`config.mk`:
```
export PLATFORM = sky130hd
export DESIGN_NAME = mem_bus_arbiter
export DESIGN_NICKNAME = d
export VERILOG_FILES = /design/src/rtl/mem_bus_arbiter.sv
export SDC_FILE = /design/constraint.sdc
export NUM_CORES = 1
export LEC_CHECK = 0
export CELL_PAD_IN_SITES_DETAIL_PLACEMENT = 0
export CELL_PAD_IN_SITES_GLOBAL_PLACEMENT = 2
export CORE_MARGIN = 4
export CORE_UTILIZATION = 25
export DETAILED_ROUTE_END_ITERATION = 6
export GPL_ROUTABILITY_DRIVEN = 0
export HOLD_SLACK_MARGIN = 0.03
export PLACE_DENSITY = 0.87
export SLEW_MARGIN = 20
export SYNTH_ARGS = -nofsm -noshare
export SYNTH_HDL_FRONTEND = slang
export SYNTH_SLANG_ARGS = --single-unit
```
`constraint.sdc`:
```
create_clock -name clk -period 2.3 [get_ports clk]
set_input_delay 0.23 -clock clk [delete_from_list [all_inputs] [get_ports clk]]
set_output_delay 0.23 -clock clk [all_outputs]
set_load 0.02 [all_outputs]
```
`src/rtl/mem_bus_arbiter.sv`:
```
// mem_bus_arbiter: shares one external memory bus between icache (I) and dcache (D).
// One outstanding transaction; the grant is held until mem_ready or watchdog expiry.
// Optional build macro MEM_ARB_ROUND_ROBIN_EN: alternate grants on simultaneous
// requests. When it is undefined, D has fixed priority over I.
module mem_bus_arbiter #(
    parameter int unsigned TIMEOUT = 1024,
    parameter int unsigned ADDR_W  = 32,
    parameter int unsigned DATA_W  = 32
) (
    input  logic                  clk,
    input  logic                  rst_n,
    input  logic                  i_req,
    input  logic [ADDR_W-1:0]     i_addr,
    output logic                  i_ready,
    output logic [DATA_W-1:0]     i_rdata,
    output logic                  i_error,
    input  logic                  d_req,
    input  logic                  d_we,
    input  logic [ADDR_W-1:0]     d_addr,
    input  logic [DATA_W-1:0]     d_wdata,
    input  logic [DATA_W/8-1:0]   d_wstrb,
    output logic                  d_ready,
    output logic [DATA_W-1:0]     d_rdata,
    output logic                  d_error,
    output logic                  mem_req,
    output logic                  mem_we,
    output logic [ADDR_W-1:0]     mem_addr,
    output logic [DATA_W-1:0]     mem_wdata,
    output logic [DATA_W/8-1:0]   mem_wstrb,
    input  logic                  mem_ready,
    input  logic [DATA_W-1:0]     mem_rdata,
    input  logic                  mem_error,
    output logic                  mem_abort,
    output logic                  busy
);

    localparam int unsigned STRB_W = DATA_W / 8;
    localparam int unsigned TMR_W  = $clog2(TIMEOUT);

    typedef enum logic {IDLE = 1'b0, BUSY = 1'b1} state_t;

    state_t              state, state_nxt;
    logic                owner_d, owner_d_nxt;
    logic [TMR_W-1:0]    timer, timer_nxt;
    logic                we_nxt;
    logic [ADDR_W-1:0]   addr_nxt;
    logic [DATA_W-1:0]   wdata_nxt;
    logic [STRB_W-1:0]   wstrb_nxt;
    logic                i_ready_nxt, i_error_nxt, d_ready_nxt, d_error_nxt, abort_nxt;
    logic [DATA_W-1:0]   i_rdata_nxt, d_rdata_nxt;
    logic                any_req, grant_d, prefer_d, expire;

`ifdef MEM_ARB_ROUND_ROBIN_EN
    logic                last_d, last_d_nxt;
`endif

    // Arbitration: D wins a tie unless round-robin says I is due
`ifdef MEM_ARB_ROUND_ROBIN_EN
    assign prefer_d = !last_d;
`else
    assign prefer_d = 1'b1;
`endif
    assign any_req  = i_req || d_req;
    assign grant_d  = d_req && (!i_req || prefer_d);
    assign expire   = (timer == TMR_W'(TIMEOUT - 1));

    assign mem_req  = (state == BUSY);
    assign busy     = (state == BUSY);

    // State register
    always_ff @(posedge clk or negedge rst_n) begin
        if (!rst_n) state <= IDLE;
        else        state <= state_nxt;
    end

    // Next-state: grant on any request, release on completion or watchdog
    always_comb begin
        state_nxt = state;
        case (state)
            IDLE:    if (any_req) state_nxt = BUSY;
            BUSY:    if (mem_ready || expire) state_nxt = IDLE;
            default: state_nxt = IDLE;
        endcase
    end

    // Output/datapath next values: latch winner, run watchdog, route response
    always_comb begin
        owner_d_nxt = owner_d;
        timer_nxt   = timer;
        we_nxt      = mem_we;
        addr_nxt    = mem_addr;
        wdata_nxt   = mem_wdata;
        wstrb_nxt   = mem_wstrb;
        i_ready_nxt = 1'b0;
        i_rdata_nxt = '0;
        i_error_nxt = 1'b0;
        d_ready_nxt = 1'b0;
        d_rdata_nxt = '0;
        d_error_nxt = 1'b0;
        abort_nxt   = 1'b0;
`ifdef MEM_ARB_ROUND_ROBIN_EN
        last_d_nxt  = last_d;
`endif
        case (state)
            IDLE: begin
                if (any_req) begin
                    owner_d_nxt = grant_d;
                    timer_nxt   = '0;
`ifdef MEM_ARB_ROUND_ROBIN_EN
                    last_d_nxt  = grant_d;
`endif
                    if (grant_d) begin
                        we_nxt    = d_we;
                        addr_nxt  = d_addr;
                        wdata_nxt = d_wdata;
                        wstrb_nxt = d_wstrb;
                    end else begin
                        we_nxt    = 1'b0;
                        addr_nxt  = i_addr;
                        wdata_nxt = '0;
                        wstrb_nxt = '0;
                    end
                end
            end
            BUSY: begin
                if (mem_ready || expire) begin
                    // mem_ready beats a coincident expiry
                    abort_nxt = !mem_ready;
                    if (owner_d) begin
                        d_ready_nxt = 1'b1;
                        d_rdata_nxt = mem_ready ? mem_rdata : '0;
                        d_error_nxt = mem_ready ? mem_error : 1'b1;
                    end else begin
                        i_ready_nxt = 1'b1;
                        i_rdata_nxt = mem_ready ? mem_rdata : '0;
                        i_error_nxt = mem_ready ? mem_error : 1'b1;
                    end
                end else if (timer != '1) begin
                    timer_nxt = timer + TMR_W'(1);
                end
            end
            default: ;
        endcase
    end

    // Registered datapath and response outputs
    always_ff @(posedge clk or negedge rst_n) begin
        if (!rst_n) begin
            owner_d   <= 1'b0;
            timer     <= '0;
            mem_we    <= 1'b0;
            mem_addr  <= '0;
            mem_wdata <= '0;
            mem_wstrb <= '0;
            i_ready   <= 1'b0;
            i_rdata   <= '0;
            i_error   <= 1'b0;
            d_ready   <= 1'b0;
            d_rdata   <= '0;
            d_error   <= 1'b0;
            mem_abort <= 1'b0;
`ifdef MEM_ARB_ROUND_ROBIN_EN
            last_d    <= 1'b0;
`endif
        end else begin
            owner_d   <= owner_d_nxt;
            timer     <= timer_nxt;
            mem_we    <= we_nxt;
            mem_addr  <= addr_nxt;
            mem_wdata <= wdata_nxt;
            mem_wstrb <= wstrb_nxt;
            i_ready   <= i_ready_nxt;
            i_rdata   <= i_rdata_nxt;
            i_error   <= i_error_nxt;
            d_ready   <= d_ready_nxt;
            d_rdata   <= d_rdata_nxt;
            d_error   <= d_error_nxt;
            mem_abort <= abort_nxt;
`ifdef MEM_ARB_ROUND_ROBIN_EN
            last_d    <= last_d_nxt;
`endif
        end
    end

endmodule
```
==> results.py <==
metrics = {
    "run_status": {
        "outcome": "completed",
    },
    "worst_setup_path": {
        "reg2reg_depth": 3,
        "r2r_start": "busy",
        "rrSetupSlack_ps": 620,
        "slowest_delay_ps": 690,
        "reg2reg_to": "mem_wdata[5]",
        "crit_family": "buffers and inverters",
        "cp.arrival_ps": 1720,
        "endpoint_kind": "output port",
        "crit_path_cell_trace": "clkdlybuf4s50_1",
        "cp_max_fo": 7,
        "critPathKind": "register to output port",
        "slowest_stage": "clkdlybuf4s50_1",
        "critPathBufInv": 1,
        "crit_start": "busy",
        "crit_path_end": "mem_req",
        "cp.required_ps": 2070,
        "crit_path_start_kind": "register",
        "path_depth": 1,
    },
    "synth": {
        "syn-num-nets": 688,
        "synth_area_per_cell_um2": 10.5,
        "synth_flop_cell": "dfrtp_1",
        "syn_area_um2": 5750,
        "synth_cell_types": 32,
        "synth_warnings": 0,
        "synth_area_leader_cell": "dfrtp_1",
        "synthTopCellsByArea": "dfrtp_1 (65%), nand2_1 (9.7%), mux2i_1 (6.4%)",
        "seq_area_frac_synth_pct": 65.3,
        "synth_most_common_cell": "dfrtp_1",
        "synth-edff-count": 0,
        "synth_cells": 548,
        "synth_top_area_share_pct": 65.3,
        "synth_seq_cells": 150,
        "synth.top_cells.by_count": "dfrtp_1 (150), nand2_1 (148), nor2_1 (71)",
        "async_reset_ff_share_pct": 100,
    },
    "final_layout": {
        "diodes": 0,
        "multi_input_area_um2": 1810,
        "area_delta_synth_final_pct": 64.3,
        "regArea_um2": 3750,
        "layout.nets": 960,
        "drive_above_1_share_pct": 6.13,
        "instances_no_fill": 1117,
        "num-fill-cells": 2251,
    },
    "die": {
        "start_util_pct": 25.4,
        "die_h_um": 160,
        "core_region_area_um2": 22600,
        "design.die.area_um2": 25500,
        "io_pins": 279,
        "placementRows": 55,
        "die_w_um": 160,
    },
    "power": {
        "p_leak_uw": 0.00418,
        "ir_worst_vdd_mv": 0.485,
        "power.density_nw_per_um2": 960,
    },
    "routing": {
        "antenna_left": 0,
        "viasPerCell": 4.29,
        "via_count": 4792,
        "wl_per_cell_um": 15.8,
        "drt_iter0_drc": 211,
        "finalWirelength_mm": 17.7,
        "drt_first_pass_iters": 4,
        "drc_errors": 0,
    },
    "global_routing": {
        "grt_use_total_pct": 14.1,
        "first_global_vias": 5016,
        "grt_remaining_overflow": 0,
        "grt_pass1_wl_mm": 28.4,
        "antenna_found_initial": 0,
        "grt_max_degree": 71,
    },
    "clock_tree": {
        "cts_htree_levels": 4,
        "tritoncts": "done",
        "clk_latency_ps": 420,
        "cts.sinks": 150,
        "cts_buffer_depth": 2,
        "root_buffer": "clkbuf_16",
        "numCtsBuffers": 17,
        "clk_pin_slew_worst_paths_ps": 70,
    },
    "placement": {
        "portBuffers": 278,
        "dp.final_hpwl_mm": 12.8,
        "dp_cells": 1085,
    },
    "timing": {
        "layout_min_cycle_time_ps": 1950,
        "finalSetupTns_ps": 0,
        "drv_slew": 0,
        "fin_skew_ps": 8.11,
        "rsz0062_at_grt": "false",
        "period_share_pct": 85.0,
        "tightestPinTransition_ps": 811,
        "finalSetupViolCount": 0,
        "max_freq_mhz": 512,
        "hold_viol_final": 0,
        "slew_headroom_pct": 45.8,
    },
    "min_path": {
        "hold_class": "input port to asynchronous set/reset pin",
    },
    "flow_run": {
        "drv_cap": 0,
    },
}
-- power breakdown --
group | total [uW] | internal [uW] | leakage [uW] | switching [uW]
sequential | 3410 | 3150 | 0.00198 | 261
combinational | 2880 | 1330 | 0.00192 | 1540
clock | 2780 | 1540 | 0.000281 | 1240
-- layer usage --
layer	vias up	share of wire, %	track usage [%]
met2	222	43	21.1
li1	2330	-	-
met5	-	0	0
met4	0	1.1	4.02
met1	2227	41	17.0
met3	13	15	8.85
-- state kept, by name, indices dropped and copies added, names as in the netlist, 4 cells and up --
name and flops:
mem_wstrb 4, mem_addr 32, i_rdata 32, mem_wdata 32
d_rdata 32, timer 10
-- worst min-delay path by stage --
| stage | startpoint | to | slack, ps | depth (start not counted) |
|---|---|---|---|---|
| 6_report | rst_n | i_rdata[7] | 350 | 2 |
| 5_1_grt | mem_rdata[19] | d_rdata[19] | 340 | 3 |
| 4_1_cts | mem_rdata[19] | d_rdata[19] | 330 | 3 |
| 3_5_place_dp | rst_n | i_rdata[7] | 270 | 1 |
| 3_3_place_gp | rst_n | i_rdata[7] | 260 | 1 |
| 2_1_floorplan | rst_n | busy | -70 | 0 |
-- through the flow --
step | hold slack [ps] | instance area (um^2) | worst slack, ps | util [%] | total power, uW
finish | 347 | 9450 | 345 | 41.7 | 9070
detailed placement | 265 | 8850 | 281 | 39.1 | 6390
CTS | 327 | 9450 | 253 | 41.7 | 9250
floorplan | -65.6 | 5750 | 750 | - | 4790
global placement | 262 | 8850 | 317 | 39.1 | 6360
global route | 339 | 9450 | 230 | 41.7 | 9610
-- layout by cell type, fill, tap and decap left out, drive strengths merged --
cell / count
dfrtp: 150
and2: 2
nor3: 1
o22ai: 1
mux2i: 37
clkdlybuf4s50: 276
nand4: 2
a21oi: 3
inv: 9
nand2b: 2
buf: 13
nand2: 148
nor4: 1
ha: 1
o21a: 2
nor2b: 1
nor2: 71
o21bai: 1
dlygate4sd3: 1
clkinv: 3
clkbuf: 17
clkinvlp: 2
and3: 2
mux2: 1
o21ai: 74
bufinv: 1
nand3: 4
and4: 2
a31oi: 2
o311ai: 1
o31ai: 1
-- final cells by class --
class                      instances  share of cell area (%)
tap                              285                    3.77
clock inverter                    14                    1.68
clock buffer                      17                    4.50
timing repair buffer             290                    31.1
sequential                       150                    39.7
multi-input combinational        360                    19.2
inverter                           1                  0.0397
-- cells by family (layout without fill, tap and decap cells) --
group           after synthesis  count (layout)  synth area share (%)
flops                       150             150                  65.3
buf+inv                      38             322                  3.35
simple gates                236             236                  16.7
mux                          38              38                  6.64
compound gates               85              85                  7.83
fa+ha+maj                     1               1                 0.218
-- what timing repair did --
action	4_1_cts	5_1_grt
hold endpoints to repair	60	0
gates resized for setup	0	0
buffers inserted	0	0
hold buffers	1	0
(Power assumes the default switching activity.)
